### src/rtl/axistream_packet_arbiter_if.sv
// Handshake bundle for the packet arbiter: NUM_SRC AXI-stream sources in, one shared stream out.
interface axistream_packet_arbiter_if #(
    parameter int DATA_WIDTH = 8,
    parameter int NUM_SRC    = 4
);
    logic [NUM_SRC-1:0]            src_tvalid;
    logic [NUM_SRC-1:0]            src_tready;
    logic [NUM_SRC*DATA_WIDTH-1:0] src_tdata;
    logic [NUM_SRC-1:0]            src_tlast;
    logic                          dest_tvalid;
    logic                          dest_tready;
    logic [DATA_WIDTH-1:0]         dest_tdata;
    logic                          dest_tlast;

    // Arbiter view: consumes the sources, drives the shared output.
    modport slave (
        input  src_tvalid, src_tdata, src_tlast, dest_tready,
        output src_tready, dest_tvalid, dest_tdata, dest_tlast
    );

    // Environment view: drives the sources, consumes the shared output.
    modport master (
        output src_tvalid, src_tdata, src_tlast, dest_tready,
        input  src_tready, dest_tvalid, dest_tdata, dest_tlast
    );
endinterface

### src/rtl/axistream_packet_arbiter.sv
// Round-robin arbiter that locks the shared AXI-stream output to one source for a whole packet.
module axistream_packet_arbiter #(
    parameter  int DATA_WIDTH = 8,
    parameter  int NUM_SRC    = 4,
    localparam int IDX_W      = $clog2(NUM_SRC)
) (
    input  logic                     clk,
    input  logic                     rst,
    axistream_packet_arbiter_if.slave bus,
    output logic                     grant_valid,
    output logic [IDX_W-1:0]         grant_idx
);
    typedef enum logic {IDLE = 1'b0, BUSY = 1'b1} state_t;

    state_t                             state, state_d;
    logic   [IDX_W-1:0]                 last_idx;
    logic   [IDX_W-1:0]                 pick, cand;
    logic                               found, busy, beat;
    logic   [NUM_SRC-1:0]               rdy;
    logic   [NUM_SRC-1:0][DATA_WIDTH-1:0] src_data;

    assign src_data = bus.src_tdata;
    assign busy     = !rst && (state == BUSY);
    assign beat     = bus.dest_tvalid && bus.dest_tready;

    // State register; grant is captured on the IDLE->BUSY edge, last winner on packet end.
    always_ff @(posedge clk) begin
        if (rst) begin
            state     <= IDLE;
            grant_idx <= '0;
            last_idx  <= IDX_W'(NUM_SRC - 1);
        end else begin
            state <= state_d;
            if (state == IDLE && found)
                grant_idx <= pick;
            if (state == BUSY && state_d == IDLE)
                last_idx <= grant_idx;
        end
    end

    // Search starts one past the previous winner and wraps, so every requester gets a turn.
    always_comb begin
        found   = 1'b0;
        pick    = grant_idx;
        cand    = '0;
        state_d = state;
        for (int i = 1; i <= NUM_SRC; i++) begin
            cand = IDX_W'((int'(last_idx) + i) % NUM_SRC);
            if (!found && bus.src_tvalid[cand]) begin
                found = 1'b1;
                pick  = cand;
            end
        end
        case (state)
            IDLE:    if (found) state_d = BUSY;
            default: if (beat && bus.dest_tlast) state_d = IDLE;
        endcase
    end

    always_comb begin
        grant_valid     = busy;
        bus.dest_tvalid = 1'b0;
        bus.dest_tdata  = '0;
        bus.dest_tlast  = 1'b0;
        if (busy) begin
            bus.dest_tvalid = bus.src_tvalid[grant_idx];
            bus.dest_tdata  = src_data[grant_idx];
            bus.dest_tlast  = bus.src_tlast[grant_idx];
        end
    end

    for (genvar k = 0; k < NUM_SRC; k++) begin : g_lane
        assign rdy[k] = busy && (grant_idx == IDX_W'(k)) && bus.dest_tready;
    end
    assign bus.src_tready = rdy;
endmodule

### src/flat_wrapper.sv
// flat-port wrapper written by rule: the top's interface ports become plain ports
module axistream_packet_arbiter_flat 
#(
    parameter  int DATA_WIDTH = 8,
    parameter  int NUM_SRC    = 4,
    localparam int IDX_W      = $clog2(NUM_SRC)
)
  (clk, rst, grant_valid, grant_idx, bus_src_tvalid, bus_src_tdata, bus_src_tlast, bus_dest_tready, bus_src_tready, bus_dest_tvalid, bus_dest_tdata, bus_dest_tlast);
  axistream_packet_arbiter_if #(.DATA_WIDTH(DATA_WIDTH), .NUM_SRC(NUM_SRC)) bus_i ();
  input  logic clk;
  input  logic rst;
  output logic grant_valid;
  output logic [IDX_W-1:0] grant_idx;
  input wire logic [$bits(bus_i.src_tvalid)-1:0] bus_src_tvalid;
  input wire logic [$bits(bus_i.src_tdata)-1:0] bus_src_tdata;
  input wire logic [$bits(bus_i.src_tlast)-1:0] bus_src_tlast;
  input wire logic [$bits(bus_i.dest_tready)-1:0] bus_dest_tready;
  output wire logic [$bits(bus_i.src_tready)-1:0] bus_src_tready;
  output wire logic [$bits(bus_i.dest_tvalid)-1:0] bus_dest_tvalid;
  output wire logic [$bits(bus_i.dest_tdata)-1:0] bus_dest_tdata;
  output wire logic [$bits(bus_i.dest_tlast)-1:0] bus_dest_tlast;
  assign bus_i.src_tvalid = bus_src_tvalid;
  assign bus_i.src_tdata = bus_src_tdata;
  assign bus_i.src_tlast = bus_src_tlast;
  assign bus_i.dest_tready = bus_dest_tready;
  assign bus_src_tready = bus_i.src_tready;
  assign bus_dest_tvalid = bus_i.dest_tvalid;
  assign bus_dest_tdata = bus_i.dest_tdata;
  assign bus_dest_tlast = bus_i.dest_tlast;
  axistream_packet_arbiter #(.DATA_WIDTH(DATA_WIDTH), .NUM_SRC(NUM_SRC)) u_core (.clk(clk), .rst(rst), .bus(bus_i), .grant_valid(grant_valid), .grant_idx(grant_idx));
endmodule
### config.mk
export PLATFORM = sky130hd
export DESIGN_NAME = axistream_packet_arbiter_flat
export DESIGN_NICKNAME = d
export VERILOG_FILES = /design/src/rtl/axistream_packet_arbiter_if.sv /design/src/rtl/axistream_packet_arbiter.sv /design/src/flat_wrapper.sv
export SDC_FILE = /design/constraint.sdc
export NUM_CORES = 1
export LEC_CHECK = 0
export BUFFER_PORTS_ARGS = -buffer_cell sky130_fd_sc_hd__buf_2
export CORE_MARGIN = 2
export CORE_UTILIZATION = 36
export CTS_CLUSTER_DIAMETER = 60
export DETAILED_ROUTE_END_ITERATION = 8
export PLACE_DENSITY = 0.78
export SLEW_MARGIN = 20
export SYNTH_ARGS = -nofsm -noshare
export SYNTH_HDL_FRONTEND = slang
export SYNTH_SLANG_ARGS = --single-unit
### constraint.sdc
create_clock -name clk -period 2.1 [get_ports clk]
set_input_delay 0 -clock clk [delete_from_list [all_inputs] [get_ports clk]]
set_output_delay 0 -clock clk [all_outputs]
set_load 0.05 [all_outputs]
==> impl_metrics.csv, run 1 <==
group,metric,value,unit
drt,route.vias.total,793,
clock_tree,ctsResizeCount,0,
timing,slew_violations,0,
final_layout,finish.net_count,176,
floorplan,initial_cell_density_of_the_core,0.3797,
power,p_leak,0.4960,nW
synth,postSynthAreaPerCell,9.234,µm²
synth,synth.distinct_cells,22,
global_routing,groute.usage.overall,0.1872,
clock_tree,clock_tree.root_cell,"sky130_fd_sc_hd__clkbuf_4",
drt,drt_iter0_drc,7,
global_routing,grt_first_pass_wirelength,2884,µm
critical_path,required,2.10,ns
floorplan,die-width,46.68,µm
global_routing,initial_antenna_violation_count,0,
clock_tree,cts-root-to-sink-buffers,2,
floorplan,placement_rows,15,
synth,synthesis.instances,71,
power,p_per_area,474.3,nW/µm²
timing,rsz0062_at_grt,"false",
critical_path,capture_point_of_the_worst_reg_to_reg_path,"u_core.last_idx[1]$_SDFFE_PP1P_",
synth,yosysSeqAreaShare,0.1527,
flow_run,drv_cap,0,
clock_tree,cts_tree,"done",
power,intPower,0.0002859,W
power,vdd_ir_drop_max,0.2678,mV
synth,synthTopCellsByArea,"sky130_fd_sc_hd__mux4_2, sky130_fd_sc_hd__dfxtp_1, sky130_fd_sc_hd__and2_1",
hold_path,holdCritStartpoint,"bus_dest_tready",
clock_tree,clk_pin_slew_worst_setup_hold_paths,0.05,ns
critical_path,r2r_setup_slack,0.54,ns
timing,worst_pin_slew,0.3092,ns
final_layout,finish.cell_count_without_fillers,157,
final_layout,mostFrequentLayoutCell,"sky130_fd_sc_hd__buf_2",
hold_path,worst_hold_path_type,"primary input to flop",
placement,placed_area,969.7,µm²
synth,syn-num-nets,114,
timing,achievable-frequency,565.4,MHz
drt,drtAntennaViolNets,0,
critical_path,worst-setup-path-type,"flop to output port",
timing,setup_viol,0,
clock_tree,postCtsSetupRepairBufs,0,
timing,final_critical_path_setup_slack,0.3315,ns
placement,post-place-ws,0.5468,ns
outcome,outcome,"finished, final reports clean",
power,switching_share,0.4009,
power,power.share.sequential,0.231,
floorplan,io_pins,60,
clock_tree,cts-buffers-inserted,3,
synth,synth.top_cell.area_share,0.3435,
final_layout,antenna_cells_inserted,0,
timing,period_needed,1.769,ns
critical_path,start_kind,"flop",
final_layout,mostFrequentLayoutCells,"sky130_fd_sc_hd__buf_2, sky130_fd_sc_hd__and2_1, sky130_fd_sc_hd__mux4_2",
synth,yosys_register_bits,5,
global_routing,first_global_vias,723,
floorplan,die_y,46.68,µm
critical_path,r2r.worst_path.cells,3,
critical_path,setup.worst_path.end_class,"output port",
synth,synth.cell_area,655.6,µm²
global_routing,grt-ovfl-total,0,
clock_tree,cts_hold_buf,1,
drt,detailedRoute.firstPassIterationCount,4,
drt,routedWlPerCell,12.43,µm
final_layout,synthToLayoutAreaGrowth,53.43,%
placement,dp_hpwl,1592,µm
clock_tree,cts.htree.levels,1,
placement,place_congestion,0.7856,
timing,relSlewSlack,0.7919,
clock_tree,worst_skew_pair.late_latency,0.24,ns
floorplan,design.die.area,2179,µm²
global_routing,maximum_number_of_pins_on_one_net_before_global_route_repair,15,
critical_path,crit_arrival,1.77,ns
hold_path,hold-path-endpoint,"u_core.state$_SDFF_PP0_",
timing,layout_worst_path_cycle_share,0.8422,
power,combPwrFrac,0.531,
synth,yosys.area.top_type,"sky130_fd_sc_hd__mux4_2",
floorplan,fp.coreArea,1727,µm²
drt,drcViolationCount,0,
power,p_clk_frac,0.238,
power,switchingPower,0.0001913,W
final_layout,drive_gt1_frac,0.5758,
final_layout,final_area,1006,µm²
critical_path,critical_path_peak_fanout,12,
clock_tree,cts.sinks,5,
timing,post_route_skew,0.005221,ns
placement,port-buffer-count,59,
timing,hold_viol,0,
critical_path,worstReg2RegStart,"u_core.grant_idx[0]$_SDFFE_PP0P_",
synth,synthesis.yosys.warnings,0,
hold_path,hold_depth,2,
power,post-layout-total-power,0.0004772,W
drt,detail_route.wirelength,1951,µm
drt,via_per_inst,5.051,
critical_path,worst_setup_path_startpoint,"u_core.grant_idx[0]$_SDFFE_PP0P_",
placement,post-place-cells,152,
metal layers:
metal / vias up / track usage / wire length, µm
li1: 398 / - / -
met1: 351 / 0.1881 / 730
met2: 40 / 0.3528 / 941
met3: 4 / 0.05490 / 252
met4: 0 / 0.07778 / 27
met5: - / 0 / 0
worst max-delay path by stage:
stage,endpoint,slack (ns)
2_1_floorplan,bus_src_tready[3],-0.16
3_3_place_gp,u_core.last_idx[1]$_SDFFE_PP1P_,0.59
3_5_place_dp,u_core.last_idx[1]$_SDFFE_PP1P_,0.55
4_1_cts,bus_dest_tdata[3],0.31
5_1_grt,bus_dest_tdata[6],0.23
6_report,bus_dest_tdata[3],0.33
synth_stat cells, drive strengths merged:
cell	n
a221o	3
a311o	1
a311oi	3
and2	12
buf	2
clkbuf	3
dfxtp	5
inv	4
mux4	10
nand2	4
nand2b	3
nand3	2
nor2	7
nor2b	1
nor3	4
nor4	1
o21ai	1
o221ai	2
o22ai	2
or2	1
power by group through the flow:
stage	clock (W)	sequential [W]	combinational, W
2_1_floorplan	0	0.000123	0.000168
3_3_place_gp	0	0.000111	0.000249
3_5_place_dp	0	0.000112	0.000253
4_1_cts	0.000114	0.000110	0.000256
5_1_grt	0.000121	0.000111	0.000274
6_report	0.000113	0.000110	0.000254
logic make-up (layout without fill, tap and decap cells):
logic type,after synthesis,after routing,share of synthesized area
AO/OA/AOI/OAI,12,12,0.1546
buffers and inverters,9,70,0.06487
AND/OR/NAND/NOR,35,35,0.2844
flip-flops,5,5,0.1527
multiplexers,10,10,0.3435
stage by stage:
step,setup TNS [ns],hold slack (ns),utilization
after global placement,0,0.2510,0.5616
after global routing,0,0.02473,0.5826
after CTS,0,0.01998,0.5826
after floorplan,-0.3110,0.07214,-
final,0,0.01625,0.5826
after detailed placement,0,0.2539,0.5616
layout make-up:
cell class / instances / area (µm²)
Fill cell: 173 / 720.7
Multi-Input combinational cell: 57 / 513.0
Timing Repair Buffer: 62 / 320.3
Sequential cell: 5 / 100.1
Tap cell: 25 / 31.28
Clock buffer: 4 / 26.28
Inverter: 4 / 15.01
worst max-delay path: stages, from the launching register on:
cell	delay, ns
sky130_fd_sc_hd__dfxtp_1	0.40
sky130_fd_sc_hd__buf_4	0.26
sky130_fd_sc_hd__mux4_2	0.51
sky130_fd_sc_hd__and2_1	0.16
sky130_fd_sc_hd__buf_2	0.20
state kept, by name (all words and copies together), names as in the netlist:
name              count
u_core.grant_idx      2
u_core.state          1
u_core.last_idx       2
No activity file was read; power rests on OpenSTA's default activity.
==> run 2, diff against run 1 <==
--- a/config.mk
+++ b/config.mk
@@ -7,10 +7,10 @@
 export LEC_CHECK = 0
 export BUFFER_PORTS_ARGS = -buffer_cell sky130_fd_sc_hd__buf_2
 export CORE_MARGIN = 2
-export CORE_UTILIZATION = 36
+export CORE_UTILIZATION = 33
 export CTS_CLUSTER_DIAMETER = 60
 export DETAILED_ROUTE_END_ITERATION = 8
-export PLACE_DENSITY = 0.78
+export PLACE_DENSITY = 0.76
 export SLEW_MARGIN = 20
 export SYNTH_ARGS = -nofsm -noshare
 export SYNTH_HDL_FRONTEND = slang
==> constraint.sdc (replaced) <==
create_clock -name clk -period 1.6 [get_ports clk]
set_input_delay 0 -clock clk [delete_from_list [all_inputs] [get_ports clk]]
set_output_delay 0 -clock clk [all_outputs]
set_load 0.05 [all_outputs]
==> run 2 against run 1 <==
Power is 47% higher. Global-route usage is 2.3 points higher. Sequential share of layout area is 0.92 points lower. Final cell count is 5.1% higher. Routed wire length is 20% higher. Clock power is 24% higher. Register-to-register slack worse by 0.42 ns. Setup slack worse by 0.29 ns. First-iteration DRC count is 110% higher. Clock skew is 0.0045 ns lower. Flip-flop and latch count stayed put. Non-clock buffer count is 6 higher. Largest cell class unchanged.
==> impl_metrics.csv, run 2 (synthesis results as in run 1) <==
group,metric,value,unit
final_layout,synthToLayoutAreaGrowth,81.68,%
final_layout,mostFrequentLayoutCell,"sky130_fd_sc_hd__buf_2",
floorplan,die_y,48.58,µm
power,switching_share,0.3859,
power,vdd_ir_drop_max,0.3038,mV
drt,detail_route.wirelength,2349,µm
final_layout,fill_cells,160,
floorplan,placement_rows,16,
flow_run,drv_cap,0,
global_routing,initial_antenna_violation_count,0,
final_layout,fin_util,0.6198,
clock_tree,cts_tree,"done",
clock_tree,cts-buffers-inserted,3,
floorplan,design.die.area,2360,µm²
timing,final_critical_path_setup_slack,0.04050,ns
clock_tree,worst_skew_pair.late_latency,0.23,ns
drt,route.vias.total,872,
timing,slew_violations,0,
timing,post_route_skew,0.0007548,ns
power,p_leak,0.5584,nW
critical_path,r2r_setup_slack,0.12,ns
critical_path,start_kind,"flop",
final_layout,mostFrequentLayoutCells,"sky130_fd_sc_hd__buf_2, sky130_fd_sc_hd__mux4_2, sky130_fd_sc_hd__and2_4",
critical_path,required,1.60,ns
clock_tree,clock_tree.root_cell,"sky130_fd_sc_hd__clkbuf_4",
final_layout,drive_gt1_frac,0.6957,
timing,relSlewSlack,0.8080,
timing,hold_viol,0,
clock_tree,clk_pin_slew_worst_setup_hold_paths,0.04,ns
timing,hold-worst-slack,0.01758,ns
global_routing,first_global_vias,869,
drt,drtAntennaViolNets,0,
power,intPower,0.0004301,W
critical_path,critical_path_peak_fanout,5,
drt,drt_iter0_drc,15,
clock_tree,cts-root-to-sink-buffers,2,
power,combPwrFrac,0.590,
critical_path,crit_arrival,1.56,ns
global_routing,grt-ovfl-total,0,
drt,drcViolationCount,0,
placement,dp_hpwl,1842,µm
outcome,outcome,"finished, final reports clean",
drt,via_per_inst,5.285,
floorplan,initial_cell_density_of_the_core,0.3411,
timing,achievable-frequency,641.2,MHz
power,p_clk_frac,0.199,
final_layout,finish.net_count,182,
global_routing,groute.usage.overall,0.2100,
critical_path,setup.worst_path.end_class,"output port",
hold_path,worst_hold_path_type,"primary input to flop",
critical_path,worst-setup-path-type,"flop to output port",
floorplan,io_pins,60,
power,p_per_area,587.9,nW/µm²
timing,setup_viol,0,
clock_tree,cts.sinks,5,
critical_path,r2r.worst_path.cells,3,
floorplan,fp.coreArea,1922,µm²
power,post-layout-total-power,0.0007003,W
global_routing,maximum_number_of_pins_on_one_net_before_global_route_repair,10,
placement,post-place-ws,0.08858,ns
final_layout,antenna_cells_inserted,0,
timing,layout_worst_path_cycle_share,0.9747,
power,power.share.sequential,0.210,
power,switchingPower,0.0002702,W
floorplan,die-width,48.58,µm
clock_tree,cts.htree.levels,1,
hold_path,hold_depth,2,
drt,routedWlPerCell,14.24,µm
drt,detailedRoute.firstPassIterationCount,4,
placement,port-buffer-count,59,
timing,period_needed,1.560,ns
final_layout,registers_with_the_most_flip_flops,"u_core.grant_idx: 2 flops, u_core.last_idx: 2 flops, u_core.state: 1 flops",
global_routing,grt_first_pass_wirelength,3898,µm
timing,worst_pin_slew,0.2854,ns
placement,place_congestion,0.7709,
==> run 2: cell count changes in the layout (fill, tap and decap cells not counted), moves of 3 or more <==
| cell | previous run | this run |
|---|---|---|
| sky130_fd_sc_hd__buf_4 | 2 | 5 |
| sky130_fd_sc_hd__nor3_2 | 0 | 3 |
| sky130_fd_sc_hd__nor3_1 | 4 | 0 |
| sky130_fd_sc_hd__and2_4 | 1 | 9 |
| sky130_fd_sc_hd__and2_1 | 11 | 3 |
| sky130_fd_sc_hd__buf_8 | 0 | 5 |
| sky130_fd_sc_hd__buf_6 | 0 | 5 |
| sky130_fd_sc_hd__buf_2 | 59 | 49 |
==> run 2: final timing paths <==
kind                               startpoint                              end
min                                       rst  u_core.last_idx[1]$_SDFFE_PP1P_
max          u_core.grant_idx[0]$_SDFFE_PP0P_                bus_dest_tdata[2]
min reg2reg           u_core.state$_SDFF_PP0_          u_core.state$_SDFF_PP0_
max reg2reg  u_core.grant_idx[0]$_SDFFE_PP0P_  u_core.last_idx[1]$_SDFFE_PP1P_
==> run 2: what timing repair did <==
action,4_1_cts,5_1_grt
hold endpoints to repair,2,0
setup buffers,2,0
gates resized for setup,11,24
endpoints found under the setup margin,8,10
pin swaps,0,3
hold buffers,2,0
==> run 2: layout make-up <==
cell class	instances	area (µm²)	share of cell area
Multi-Input combinational cell	57	559.3	0.4695
Timing Repair Buffer	68	449.2	0.3771
Sequential cell	5	107.6	0.09034
Tap cell	27	33.78	0.02836
Clock buffer	4	26.28	0.02206
Inverter	4	15.01	0.01261
==> run 2: per-layer routing <==
layer / global-route usage / wire, µm / vias to the layer above
li1: - / - / 413
met1: 0.2427 / 904 / 399
met2: 0.3704 / 1155 / 56
met3: 0.07099 / 256 / 4
met4: 0.05714 / 33 / 0
met5: 0 / 0 / -
==> run 2: critical path: stages, from the launching register on <==
cell	delay, ns
sky130_fd_sc_hd__dfxtp_4	0.38
sky130_fd_sc_hd__buf_8	0.13
sky130_fd_sc_hd__mux4_2	0.48
sky130_fd_sc_hd__and2_4	0.18
sky130_fd_sc_hd__buf_6	0.15
==> run 2: through the flow <==
stage / TNS (ns) / area [µm²] / cells
after floorplan: -0.03107 / 694.4 / 71
after CTS: -0.0009491 / 1124 / 165
after global routing: -0.03191 / 1191 / 165
after detailed placement: 0 / 1030 / 157
after global placement: 0 / 1030 / 157
final: 0 / 1191 / 165
==> run 2: power groups by stage <==
stage                     Combinational, W  Sequential, W  Clock, W
after floorplan                   0.000230       0.000162         0
after global placement            0.000340       0.000150         0
after detailed placement          0.000351       0.000152         0
after CTS                         0.000380       0.000147  0.000147
after global routing              0.000439       0.000149  0.000162
final                             0.000413       0.000147  0.000140
